## src/rtl/scanlines_ctrl.sv

```systemverilog
// scanlines_ctrl: frame-synchronous scanline mode and line-count controller.
// Optional per-frame phase toggle: SCANLINES_CTRL_ALT_PHASE_EN.
module scanlines_ctrl #(
    parameter int         MAX_LINES    = 288,
    parameter logic [1:0] DEFAULT_MODE = 2'd0
) (
    input  logic        iPCLK,
    input  logic        iRST_N,
    input  logic [1:0]  iCFG_MODE,
    input  logic        iCFG_WR,
    input  logic        iVS,
    input  logic        iDE,
    output logic [1:0]  oSCANLINES,
    output logic        oBUSY,
    output logic [10:0] oLINES,
    output logic        oFRAME_START,
    output logic        oPHASE
);

    typedef enum logic {
        IDLE,
        PENDING
    } state_t;

    localparam logic [10:0] MaxLines = 11'(MAX_LINES);

    state_t      state;
    state_t      stateNext;
    logic [1:0]  active;
    logic [1:0]  activeNext;
    logic [1:0]  pending;
    logic [1:0]  pendingNext;
    logic        vsD;
    logic        deD;
    logic [10:0] lineCnt;
    logic [10:0] lineCntNext;
    logic        fb;
    logic        ln;
    logic        tooMany;

    assign fb      = vsD & ~iVS;
    assign ln      = ~deD & iDE;
    assign tooMany = lineCnt > MaxLines;
    assign oBUSY   = (state == PENDING);

    always_comb begin
        stateNext   = state;
        activeNext  = active;
        pendingNext = pending;
        case (state)
            IDLE: begin
                if (iCFG_WR) begin
                    pendingNext = iCFG_MODE;
                    stateNext   = PENDING;
                end
            end
            PENDING: begin
                // A write landing on the boundary waits for the next frame
                if (fb) begin
                    activeNext = pending;
                    stateNext  = IDLE;
                end
                if (iCFG_WR) begin
                    pendingNext = iCFG_MODE;
                    stateNext   = PENDING;
                end
            end
            default: stateNext = IDLE;
        endcase
    end

    always_comb begin
        lineCntNext = lineCnt;
        if (fb) begin
            lineCntNext = {10'd0, ln};
        end else if (ln && lineCnt != 11'h7FF) begin
            lineCntNext = lineCnt + 11'd1;
        end
    end

    always_ff @(posedge iPCLK or negedge iRST_N) begin
        if (!iRST_N) begin
            state   <= IDLE;
            active  <= DEFAULT_MODE;
            pending <= DEFAULT_MODE;
            vsD     <= 1'b0;
            deD     <= 1'b0;
            lineCnt <= 11'd0;
        end else begin
            state   <= stateNext;
            active  <= activeNext;
            pending <= pendingNext;
            vsD     <= iVS;
            deD     <= iDE;
            lineCnt <= lineCntNext;
        end
    end

    always_ff @(posedge iPCLK or negedge iRST_N) begin
        if (!iRST_N) begin
            oSCANLINES   <= DEFAULT_MODE;
            oLINES       <= 11'd0;
            oFRAME_START <= 1'b0;
        end else begin
            oFRAME_START <= fb;
            if (fb) begin
                oLINES     <= lineCnt;
                oSCANLINES <= tooMany ? 2'd0 : activeNext;
            end
        end
    end

`ifdef SCANLINES_CTRL_ALT_PHASE_EN
    logic phase;

    always_ff @(posedge iPCLK or negedge iRST_N) begin
        if (!iRST_N) begin
            phase <= 1'b0;
        end else if (fb) begin
            phase <= ~phase;
        end
    end

    assign oPHASE = phase;
`else
    assign oPHASE = 1'b0;
`endif

endmodule

```

## config.mk

```make
export PLATFORM = sky130hd
export DESIGN_NAME = scanlines_ctrl
export DESIGN_NICKNAME = d
export VERILOG_FILES = /design/src/rtl/scanlines_ctrl.sv
export SDC_FILE = /design/constraint.sdc
export NUM_CORES = 1
export LEC_CHECK = 0
export BUFFER_PORTS_ARGS = -buffer_cell sky130_fd_sc_hd__buf_2
export CAP_MARGIN = 20
export CORE_AREA = 5 5 59 82
export CTS_CLUSTER_DIAMETER = 80
export DETAILED_ROUTE_END_ITERATION = 16
export DIE_AREA = 0 0 64 87
export GPL_TIMING_DRIVEN = 0
export PLACE_DENSITY_LB_ADDON = 0.2
export SLEW_MARGIN = 15
export SYNTH_ARGS = -nofsm -noshare
export SYNTH_HDL_FRONTEND = slang
export SYNTH_SLANG_ARGS = --single-unit
```

## constraint.sdc

```tcl
create_clock -name iPCLK -period 2.7 [get_ports iPCLK]
set_clock_uncertainty 0.2 [all_clocks]
set_input_delay 0 -clock iPCLK [delete_from_list [all_inputs] [get_ports iPCLK]]
set_output_delay 0 -clock iPCLK [all_outputs]
set_load 0.01 [all_outputs]
```

==> impl_metrics.env <==
export IMPL_post_route_min_period_ps=2246
export IMPL_via_per_inst=5.093
export IMPL_synthesis_instances=134
export IMPL_synth_top_flop_cell="dfrtp_1"
export IMPL_cts_num_sinks=32
export IMPL_nNetsFinal=177
export IMPL_cp_start_kind="flop"
export IMPL_rsz0062_at_grt="false"
export IMPL_slowest_stage="or4b_1"
export IMPL_crit_type="reg -> reg"
export IMPL_finalSetupViolations=0
export IMPL_critical_path_cell_chain="inv_1, ha_1, or4b_1, a211o_1, a2111oi_4, a22o_1"
export IMPL_track_usage=0.1224
export IMPL_r2r_slack_ps=450
export IMPL_port_buffers=21
export IMPL_powerDensity_mw_per_mm2=644.8
export IMPL_dieWidth_um=64
export IMPL_synth_xor_area_frac=0
export IMPL_synth_fa_ha_area_frac=0.01817
export IMPL_finalPower_w=0.001100
export IMPL_grt_pass1_wl_mm=5.278
export IMPL_drt_iter0_markers=12
export IMPL_status="finished, final reports clean"
export IMPL_worst_pin_slew_ps=709.5
export IMPL_r2r_end="oSCANLINES[0]$_DFFE_PN0P_"
export IMPL_detail_route_antenna_nets=0
export IMPL_overflow=0
export IMPL_yosys_area_share_simple=0.1935
export IMPL_syn_area_sq_mm=0.001378
export IMPL_cts_clk_slew_worst_paths_ps=70
export IMPL_hold_viol_final=0
export IMPL_num_vias=1090
export IMPL_synthMuxAreaShare=0.03270
export IMPL_grt_pass1_vias=1091
export IMPL_fp_row_count=28
export IMPL_crit_fanout=4
export IMPL_hold_path_class="in -> async"
export IMPL_initial_core_util=0.3361
export IMPL_maxSlewHeadroom=0.5270
export IMPL_pin_count=23
export IMPL_syn_nets=143
export IMPL_r2r_start="lineCnt[0]$_DFFE_PN0P_"
export IMPL_cts_buffers=5
export IMPL_wl_mm=2.968
export IMPL_nFillCells=410
export IMPL_ys_warn_count=0
export IMPL_die_area_sq_mm=0.005568
export IMPL_postCtsSetupBuffers=0
export IMPL_ys_ff_latch=32
export IMPL_antenna_found_initial=0
export IMPL_avgSynthCellArea_sq_um=10.28
export IMPL_regArea_sq_um=800.8
export IMPL_die_h_um=87
export IMPL_fin_crit_sh=0.8319
export IMPL_multi_input_area_sq_um=539.3
export IMPL_drive_above_1_share=0.1953
export IMPL_synth_top_family_by_area="simple AND/OR/NAND/NOR gates"
export IMPL_synthDistinctLibCells=35
export IMPL_synth_compound_area_frac=0.1444
export IMPL_critPathCaptureType="flop"
export IMPL_gp_congestion=0.9400
export IMPL_cp_arrival_ps=2270
export IMPL_critPathRequiredTime_ps=2720
export IMPL_crit_family="compound AO/OA/AOI/OAI gates"
export IMPL_core_sq_mm=0.004099
export IMPL_async_reset_ff_frac=1.000
export IMPL_fmax_ghz=0.4452
export IMPL_wl_per_cell_um=13.87
export IMPL_antenna_cells=0
export IMPL_setup_tns_ps=0
export IMPL_post_dp_hpwl_mm=2.065
export IMPL_htreeDepth=2
export IMPL_first_pass_iters=4
export IMPL_r2r_cells=6
export IMPL_cts_buffer_depth=2
export IMPL_ys_seq_area_frac=0.5813
export IMPL_dp_cells=200
export IMPL_total_leakage_power_nw=0.8248
export IMPL_crit_buf_inv=1
export IMPL_grt_max_degree=33
export IMPL_finalMaxSlewViolations=0
export IMPL_clkLatencyLatePin_ps=280
export IMPL_cts_tree="yes"
export IMPL_slowest_delay_ps=440
export IMPL_cts_root_buf="clkbuf_8"
export IMPL_layoutNonFillerInstCount=214
export IMPL_peakVddDrop_uv=389.4
export IMPL_syn_to_final_growth_pct=23.89
export IMPL_synth_enable_flop_cells=0
export IMPL_drc=0
export IMPL_maxCapViolCount=0
[sequential cells by signal, indices dropped and copies added, names as in the netlist]
register	flops
active	2
vsD	1
deD	1
pending	2
oLINES	11
oFRAME_START	1
lineCnt	11
oBUSY	1
oSCANLINES	2
[worst register-to-register path: stages, from the launching register on]
cell       delay [ps]
dfrtp_1           410
inv_1              90
ha_1              150
or4b_1            440
a211o_1           350
a2111oi_4         380
a22o_1            180
[stage by stage]
| stage | utilization | worst slack, ps | hold WS [ps] | cell area, sq um |
|---|---|---|---|---|
| finish | 0.4164 | 453.8 | 97.77 | 1707 |
| global route | 0.4164 | 329.9 | 183.5 | 1707 |
| CTS | 0.4164 | 425.5 | 135.4 | 1707 |
| detailed placement | 0.3755 | 443.1 | -99.28 | 1539 |
| global placement | 0.3755 | 468.3 | -110.0 | 1539 |
| floorplan | - | 605.1 | -495.6 | 1378 |
[layout by cell type (no fill, tap or decap), drive strengths merged, types with 2 or more instances in the layout]
cell / count
nor3: 3
nand2: 33
nand4: 2
a22o: 2
ha: 2
a21oi: 8
mux2: 4
or4: 3
nand3: 4
buf: 23
dlygate4sd3: 6
o31ai: 4
nor2: 6
dfrtp: 32
o21ai: 6
inv: 4
clkbuf: 9
a21boi: 2
[cell usage after synthesis, types with 2 or more instances]
library cell	instances	share of area
inv_1	3	0.0082
nor3_1	3	0.011
a22o_1	2	0.013
o31ai_1	4	0.022
mux2_1	2	0.016
nor2_1	6	0.016
mux2_2	2	0.016
ha_1	2	0.018
dfrtp_1	32	0.58
nand2_1	33	0.090
o21ai_0	4	0.015
nand4_1	2	0.0091
clkbuf_1	3	0.0082
a21oi_1	8	0.029
o21ai_1	2	0.0073
nand3_1	4	0.015
a21boi_0	2	0.011
or4_1	3	0.016
[power breakdown]
part,switching [W],internal (W)
logic,0.0000670,0.0000517
registers,0.0000205,0.000514
clock network,0.000173,0.000274
total,0.000261,0.000840
[layout make-up]
cell class,instances,share of cell area
inverters,4,0.008798
flip-flops and latches,32,0.4692
clock buffers,6,0.04252
plain buffers,5,0.01320
well taps,45,0.03299
clock inverters,2,0.02053
multi-input cells,93,0.3160
repair buffers,27,0.09677
[cell families (layout without fill, tap and decap cells)]
kind of cell,count (synthesis),after routing
fa+ha+maj,2,2
compound gates,28,28
mux,4,4
buf+inv,9,44
simple gates,58,58
other cells,1,1
flops,32,32
[repair_timing]
action	4_1_cts	5_1_grt
endpoints found under the hold margin	37	0
hold buffers	6	0
resized for setup	0	0
[metal layers]
layer | GRT usage | share of wire
met1 | 0.1382 | 0.41
met2 | 0.2040 | 0.51
met3 | 0.04134 | 0.057
met4 | 0.06049 | 0.021
met5 | 0 | 0
[worst max-delay path by stage]
stage                           startpoint                         to  cells after the start  slack, ps
floorplan           lineCnt[0]$_DFFE_PN0P_  oSCANLINES[0]$_DFFE_PN0P_                      6        610
global placement    lineCnt[0]$_DFFE_PN0P_  oSCANLINES[1]$_DFFE_PN0P_                      6        470
detailed placement  lineCnt[1]$_DFFE_PN0P_  oSCANLINES[0]$_DFFE_PN0P_                      6        440
CTS                 lineCnt[1]$_DFFE_PN0P_  oSCANLINES[0]$_DFFE_PN0P_                      6        430
global route        lineCnt[0]$_DFFE_PN0P_  oSCANLINES[0]$_DFFE_PN0P_                      6        330
finish              lineCnt[0]$_DFFE_PN0P_  oSCANLINES[0]$_DFFE_PN0P_                      6        450
Power figures use the tool's default switching activity.
